### src/rtl/maq_pkg.sv
// Shared types and constants for the countdown timer.
package maq_pkg;

    typedef enum logic [1:0] {
        OCIOSO   = 2'd0,
        CONTANDO = 2'd1,
        PAUSADO  = 2'd2,
        ALARME   = 2'd3
    } maqr_estado_t;

    localparam int unsigned MAQ_MAX_LSD = 9;
    localparam int unsigned MAQ_MAX_MSD = 5;
    localparam int unsigned MAQ_LSD_W   = 4;
    localparam int unsigned MAQ_MSD_W   = 3;

    // MM:SS value in the display digit format
    typedef struct packed {
        logic [MAQ_MSD_W-1:0] msd_m;
        logic [MAQ_LSD_W-1:0] lsd_m;
        logic [MAQ_MSD_W-1:0] msd_s;
        logic [MAQ_LSD_W-1:0] lsd_s;
    } maqr_digitos_t;

    // Width of the alarm counter able to hold the given number of seconds
    function automatic int unsigned alarm_cnt_w(input int unsigned segundos);
        return $clog2(segundos + 1);
    endfunction

endpackage

### src/rtl/maq_dec_digito.sv
// One BCD digit decrementer: wraps 0 -> MAX and raises borrow_out.
module maq_dec_digito #(
    parameter int unsigned W   = 4,
    parameter int unsigned MAX = 9
) (
    input  logic [W-1:0] digito,
    input  logic         borrow_in,
    output logic [W-1:0] proximo,
    output logic         borrow_out
);

    // Decrement only when a borrow arrives from the lower digit
    always_comb begin
        proximo    = digito;
        borrow_out = 1'b0;
        if (borrow_in) begin
            if (digito == W'(0)) begin
                proximo    = W'(MAX);
                borrow_out = 1'b1;
            end else begin
                proximo = digito - W'(1);
            end
        end
    end

endmodule

### src/rtl/maq_regressivo.sv
// MM:SS countdown timer with BCD borrow chain, end pulse and timed alarm.
module maq_regressivo
    import maq_pkg::*;
#(
    parameter int unsigned ALARM_SECONDS = 5
) (
    input  logic                 maqr_clock,
    input  logic                 maqr_reset_n,
    input  logic                 maqr_enable,
    input  logic                 maqr_load,
    input  logic [MAQ_MSD_W-1:0] maqr_load_msd_m,
    input  logic [MAQ_LSD_W-1:0] maqr_load_lsd_m,
    input  logic [MAQ_MSD_W-1:0] maqr_load_msd_s,
    input  logic [MAQ_LSD_W-1:0] maqr_load_lsd_s,
    input  logic                 maqr_start,
    input  logic                 maqr_stop,
    output logic [MAQ_MSD_W-1:0] maqr_msd_m,
    output logic [MAQ_LSD_W-1:0] maqr_lsd_m,
    output logic [MAQ_MSD_W-1:0] maqr_msd_s,
    output logic [MAQ_LSD_W-1:0] maqr_lsd_s,
    output logic                 maqr_running,
    output logic                 maqr_fim,
    output logic                 maqr_alarme,
    output logic                 maqr_load_err
);

    localparam int unsigned CNT_W = alarm_cnt_w(ALARM_SECONDS);

    maqr_estado_t  estado;
    maqr_digitos_t digitos;
    maqr_digitos_t digitos_dec;
    maqr_digitos_t digitos_load;
    logic [CNT_W-1:0] cnt_alarme;

    logic borrow_ss;
    logic borrow_sm;
    logic borrow_ms;
    logic borrow_mm;
    logic load_ok;
    logic zero;
    logic um;
    logic aceita_start;

    // Borrow chain: seconds units always receive the borrow
    maq_dec_digito #(.W(MAQ_LSD_W), .MAX(MAQ_MAX_LSD)) u_lsd_s (
        .digito(digitos.lsd_s), .borrow_in(1'b1),
        .proximo(digitos_dec.lsd_s), .borrow_out(borrow_ss)
    );
    maq_dec_digito #(.W(MAQ_MSD_W), .MAX(MAQ_MAX_MSD)) u_msd_s (
        .digito(digitos.msd_s), .borrow_in(borrow_ss),
        .proximo(digitos_dec.msd_s), .borrow_out(borrow_sm)
    );
    maq_dec_digito #(.W(MAQ_LSD_W), .MAX(MAQ_MAX_LSD)) u_lsd_m (
        .digito(digitos.lsd_m), .borrow_in(borrow_sm),
        .proximo(digitos_dec.lsd_m), .borrow_out(borrow_ms)
    );
    maq_dec_digito #(.W(MAQ_MSD_W), .MAX(MAQ_MAX_MSD)) u_msd_m (
        .digito(digitos.msd_m), .borrow_in(borrow_ms),
        .proximo(digitos_dec.msd_m), .borrow_out(borrow_mm)
    );

    // Load payload, validation and value decode
    always_comb begin
        digitos_load.msd_m = maqr_load_msd_m;
        digitos_load.lsd_m = maqr_load_lsd_m;
        digitos_load.msd_s = maqr_load_msd_s;
        digitos_load.lsd_s = maqr_load_lsd_s;
        load_ok = (maqr_load_msd_m <= MAQ_MSD_W'(MAQ_MAX_MSD)) &&
                  (maqr_load_lsd_m <= MAQ_LSD_W'(MAQ_MAX_LSD)) &&
                  (maqr_load_msd_s <= MAQ_MSD_W'(MAQ_MAX_MSD)) &&
                  (maqr_load_lsd_s <= MAQ_LSD_W'(MAQ_MAX_LSD));
        zero = (digitos == '0);
        um   = (digitos == maqr_digitos_t'(14'd1));
        aceita_start = maqr_start && !maqr_stop && !zero;
    end

    // FSM, digit registers and alarm counter
    always_ff @(posedge maqr_clock or negedge maqr_reset_n) begin
        if (!maqr_reset_n) begin
            estado        <= OCIOSO;
            digitos       <= '0;
            cnt_alarme    <= '0;
            maqr_running  <= 1'b0;
            maqr_fim      <= 1'b0;
            maqr_alarme   <= 1'b0;
            maqr_load_err <= 1'b0;
        end else begin
            maqr_fim      <= 1'b0;
            maqr_load_err <= 1'b0;
            case (estado)
                OCIOSO, PAUSADO: begin
                    if (maqr_load) begin
                        if (load_ok) begin
                            digitos <= digitos_load;
                            estado  <= OCIOSO;
                        end else begin
                            maqr_load_err <= 1'b1;
                        end
                    end else if (aceita_start) begin
                        estado       <= CONTANDO;
                        maqr_running <= 1'b1;
                    end
                end
                CONTANDO: begin
                    if (maqr_stop) begin
                        estado       <= PAUSADO;
                        maqr_running <= 1'b0;
                    end else if (maqr_enable && !borrow_mm) begin
                        digitos <= digitos_dec;
                        if (um) begin
                            estado       <= ALARME;
                            maqr_running <= 1'b0;
                            maqr_fim     <= 1'b1;
                            maqr_alarme  <= 1'b1;
                            cnt_alarme   <= CNT_W'(ALARM_SECONDS);
                        end
                    end
                end
                ALARME: begin
                    if (maqr_load) begin
                        if (load_ok) begin
                            digitos     <= digitos_load;
                            estado      <= OCIOSO;
                            maqr_alarme <= 1'b0;
                            cnt_alarme  <= '0;
                        end else begin
                            maqr_load_err <= 1'b1;
                        end
                    end else if (maqr_stop) begin
                        estado      <= OCIOSO;
                        maqr_alarme <= 1'b0;
                        cnt_alarme  <= '0;
                    end else if (maqr_enable) begin
                        cnt_alarme <= cnt_alarme - CNT_W'(1);
                        if (cnt_alarme == CNT_W'(1)) begin
                            estado      <= OCIOSO;
                            maqr_alarme <= 1'b0;
                        end
                    end
                end
                default: estado <= OCIOSO;
            endcase
        end
    end

    assign maqr_msd_m = digitos.msd_m;
    assign maqr_lsd_m = digitos.lsd_m;
    assign maqr_msd_s = digitos.msd_s;
    assign maqr_lsd_s = digitos.lsd_s;

endmodule

### config.mk
export PLATFORM = sky130hd
export DESIGN_NAME = maq_regressivo
export DESIGN_NICKNAME = d
export VERILOG_FILES = /design/src/rtl/maq_pkg.sv /design/src/rtl/maq_dec_digito.sv /design/src/rtl/maq_regressivo.sv
export SDC_FILE = /design/constraint.sdc
export NUM_CORES = 1
export LEC_CHECK = 0
export ABC_CLOCK_PERIOD_IN_PS = 2000
export BUFFER_PORTS_ARGS = -buffer_cell sky130_fd_sc_hd__buf_2
export CORE_MARGIN = 2
export CORE_UTILIZATION = 50
export DETAILED_ROUTE_END_ITERATION = 12
export PLACE_DENSITY = 0.78
export SLEW_MARGIN = 20
export SYNTH_ARGS = -nofsm -noshare
export SYNTH_HDL_FRONTEND = slang
export SYNTH_SLANG_ARGS = --single-unit
### constraint.sdc
create_clock -name maqr_clock -period 2 [get_ports maqr_clock]
set_input_delay 0.3 -clock maqr_clock [delete_from_list [all_inputs] [get_ports maqr_clock]]
set_output_delay 0.3 -clock maqr_clock [all_outputs]
set_load 0.02 [all_outputs]
==> metrics.md <==
| Metric | Value |
|---|---|
| Worst slew pin tran | `523.5 ps` |
| Die H | `59.82 um` |
| Xor/xnor cell area share of the yosys netlist | `0%` |
| Sw Pwr | `1.213 mW` |
| Clock Tree Buf Depth | `2` |
| Nets | `251` |
| Hold depth | `3` |
| CTS tree | `yes` |
| Number of synthesized flops with an enable pin | `0` |
| I/O pin cnt | `38` |
| Hold WC Path Type | `input port to flop` |
| Synth top area share | `36.95%` |
| Peak supply drop | `0.0007164 V` |
| Mux share of post-synthesis cell area | `0.6426%` |
| Top FF cell, synth | `dfrtp_1` |
| Fin. Hold Viols | `0` |
| Hold Path End | `maqr_msd_m[2]` |
| Crit path max-delay family | `simple AND/OR/NAND/NOR gates` |
| PortBufs | `37` |
| Slew Viols, Final | `0` |
| Pwr/cell area | `1361 nW/um^2` |
| Root buf cell | `clkbuf_4` |
| Complex-gate fraction of the synthesized area | `27.39%` |
| Mean Syn Cell Area | `8.466 um^2` |
| Share of layout cells above drive strength 1 | `27.63%` |
| Crit share post-route | `89.07%` |
| RR Endpoint | `maqr_lsd_s[0]` |
| Mapped cell area | `1558 um^2` |
| Worst path slowest cell | `dfrtp_1` |
| Area contributors post-synth | `dfrtp_1 37%, a21oi_1 5.8%, nand2_1 5.1%, o21ai_0 4.2%, o2bb2ai_1 3.4%` |
| Clock Sinks | `23` |
| Total power | `2.537 mW` |
| Die width | `59.82 um` |
| DRC errors left | `0` |
| Reg power frac | `35.4%` |
| RSZ-0062 raised after global routing | `no` |
| Dominant cell type by area after synthesis | `dfrtp_1` |
| First-pass GRT wire length | `6465 um` |
| FF+latch count, synth | `23` |
| Metal3 WL | `259 um` |
| Routed Antenna Nets | `0` |
| Vias in the first global route | `1371` |
| Critical Path Max Stage Delay | `490 ps` |
| Fillers | `288` |
| Detail Route met2 WL | `1844 um` |
| Post-synthesis simple-gate area fraction | `27.55%` |
| Routed wire length per instance | `15.11 um` |
| Max Cap Viol | `0` |
| Clk Latency, worst-skew pair | `320 ps` |
| Cells after synthesis | `184` |
| LEAKAGE | `0.8354 nW` |
| Antenna cell count | `0` |
| R2r setup slk | `220 ps` |
| Hold path start | `maqr_load_msd_m[2]` |
| Worst-path clk slew | `130 ps` |
| Pin count of the biggest net entering global routing | `24` |
| H-tree levels | `1` |
| Outcome | `finished, final reports clean` |
| Worst EP arrival | `2000 ps` |
| Post-synthesis cell type count | `47` |
| Launch point of the worst reg-to-reg path | `maqr_lsd_m[2]` |
| CP Data Required Time | `2220 ps` |
| Initial antenna violation count | `0` |
| Site Rows | `20` |
| Internal | `1.323 mW` |
| Power share of the combinational group | `55.8%` |
| Met1 wire length | `1731 um` |
| CP Class | `flop to flop` |
| Synth async-reset ratio | `100.0%` |
| Ys Warns | `0` |
| CP max FO | `7` |
| Area Overhead vs Synth | `19.68%` |
| 1st-iter DRT viols | `74` |
| Endpoint class of the critical path | `flop` |
| Max Used Layer | `met4` |
| Detailed Route WL | `3943 um` |
| Syn Nets | `206` |
| Vias | `1602` |
| Tmin final | `1781 ps` |
| Final worst clock skew | `4.007 ps` |
| Post-Synth Adder-Cell Area | `1.606%` |
| Critical-path cell list | `nor4_4, nand4_1, a21oi_1, nor2_1, a2bb2oi_1` |
| Worst setup SP type | `flop` |
| GR Overflow Total | `0` |
| Buf+Inv Stages, Crit Path | `0` |
| Total GRT Usage | `24.03%` |
| Seq/Total Area, Yosys | `36.95%` |
| GPL Wtd Cong | `0.8969` |
| Setup violators final | `0` |
| CORE AREA | `3003 um^2` |
| Fmax | `0.5614 GHz` |
| Setup TNS | `0 ps` |
| Post-DP HPWL | `2914 um` |
| Clock group share of total power | `8.8%` |
| CTS Buf Count | `3` |
| Routed vias/inst | `6.138` |
| Main combinational cell family by area after synthesis | `simple AND/OR/NAND/NOR gates` |
| Full die area | `3578 um^2` |
| Drt pass-1 iters | `4` |
| Initial Util | `51.87%` |
| Slew headroom | `65.10%` |
| Switching Fraction | `47.84%` |
| Worst reg2reg path depth | `5` |
[worst register-to-register path: cells and delay by family, from the launching register on]
family           cells  cell delay [ps]
AO/OA/AOI/OAI        2              490
AND/OR/NAND/NOR      3              720
flip-flops           1              490
[metal layers]
metal  GRT usage [%]  vias to the layer above
met5               0                        -
met4           11.43                        0
met2           36.65                       67
met1           33.88                      746
li1                -                      778
met3           2.597                       11
[through the flow]
step,std cells,instance area [um^2],util (%),hold WS (ps),setup slack (ps)
after floorplan,184,1558,-,4.409,271.1
final,261,1864,62.08,223.4,218.6
after global placement,256,1828,60.88,303.7,222.0
after global routing,261,1864,62.08,230.7,26.84
after CTS,261,1864,62.08,223.5,220.1
after detailed placement,256,1828,60.88,305.5,163.7
[timing repair]
action / 4_1_cts / 5_1_grt
hold buffers: 1 / 0
buffers inserted: 0 / 0
endpoints found under the hold margin: 23 / 0
gates resized for setup: 0 / 0
[layout by cell type (no fill, tap or decap), types with 4 or more instances in the layout]
cell type / count
a21boi_0: 4
nand2_1: 21
o21ai_0: 13
o2bb2ai_1: 6
nor2_1: 13
dfrtp_1: 23
buf_4: 15
nand4_1: 4
inv_1: 6
buf_2: 37
a2bb2oi_1: 4
a21oi_1: 18
nand3_1: 7
nor3_1: 5
nor4_1: 7
[registers in the layout (all words and copies together) (netlist names)]
signal / cells
maqr_lsd_m: 4
maqr_running: 1
maqr_alarme: 1
maqr_msd_m: 3
estado: 2
maqr_fim: 1
maqr_lsd_s: 4
cnt_alarme: 3
maqr_msd_s: 3
maqr_load_err: 1
[logic make-up (layout without fill, tap and decap cells)]
group,count (synthesis),in the layout
muxes,1,1
DFF,23,23
AOI/OAI and AO/OA,64,64
buffers and inverters,19,63
adders and majority gates,2,2
and+or+nand+nor,75,75
[area by class of cell]
| cell class | instances | area, um^2 | share of cell area, % |
|---|---|---|---|
| clock buffers | 4 | 26.28 | 1.409 |
| inverters | 6 | 22.52 | 1.208 |
| multi-input cells | 142 | 890.9 | 47.79 |
| flip-flops and latches | 23 | 575.6 | 30.87 |
| well taps | 33 | 41.29 | 2.215 |
| repair buffers | 53 | 307.8 | 16.51 |
[cell usage after synthesis, types with 2 or more instances]
master,n
a21boi_0,4
a21oi_1,18
a22o_1,3
a2bb2oi_1,4
buf_2,7
clkbuf_1,4
dfrtp_1,23
ha_1,2
inv_1,6
nand2_1,21
nand2b_1,2
nand3_1,7
nand4_1,4
nor2_1,13
nor3_1,5
nor3_2,2
nor4_1,7
nor4b_1,2
o21a_1,2
o21ai_0,13
o22ai_1,2
o2bb2ai_1,6
o31ai_1,3
[how the worst max path moves through the flow]
stage	endpoint	cells past startpoint	startpoint
after detailed placement	maqr_lsd_s[1]	6	maqr_load_lsd_s[2]
after CTS	cnt_alarme[1]	6	maqr_lsd_s[0]
after global placement	maqr_lsd_s[1]	6	maqr_load_lsd_s[2]
after global routing	maqr_lsd_m[2]	5	maqr_lsd_s[1]
final	maqr_lsd_s[0]	5	maqr_lsd_m[2]
after floorplan	maqr_msd_s[0]	6	maqr_lsd_m[0]
[power groups by stage]
stage / clock, mW / combinational (mW) / sequential (mW)
floorplan: 0 / 0.807 / 1.03
CTS: 0.227 / 1.41 / 0.893
global route: 0.256 / 1.55 / 0.931
detailed placement: 0 / 1.40 / 0.898
global placement: 0 / 1.39 / 0.897
finish: 0.224 / 1.41 / 0.898
Note: power is estimated with default switching activity, not from simulation.
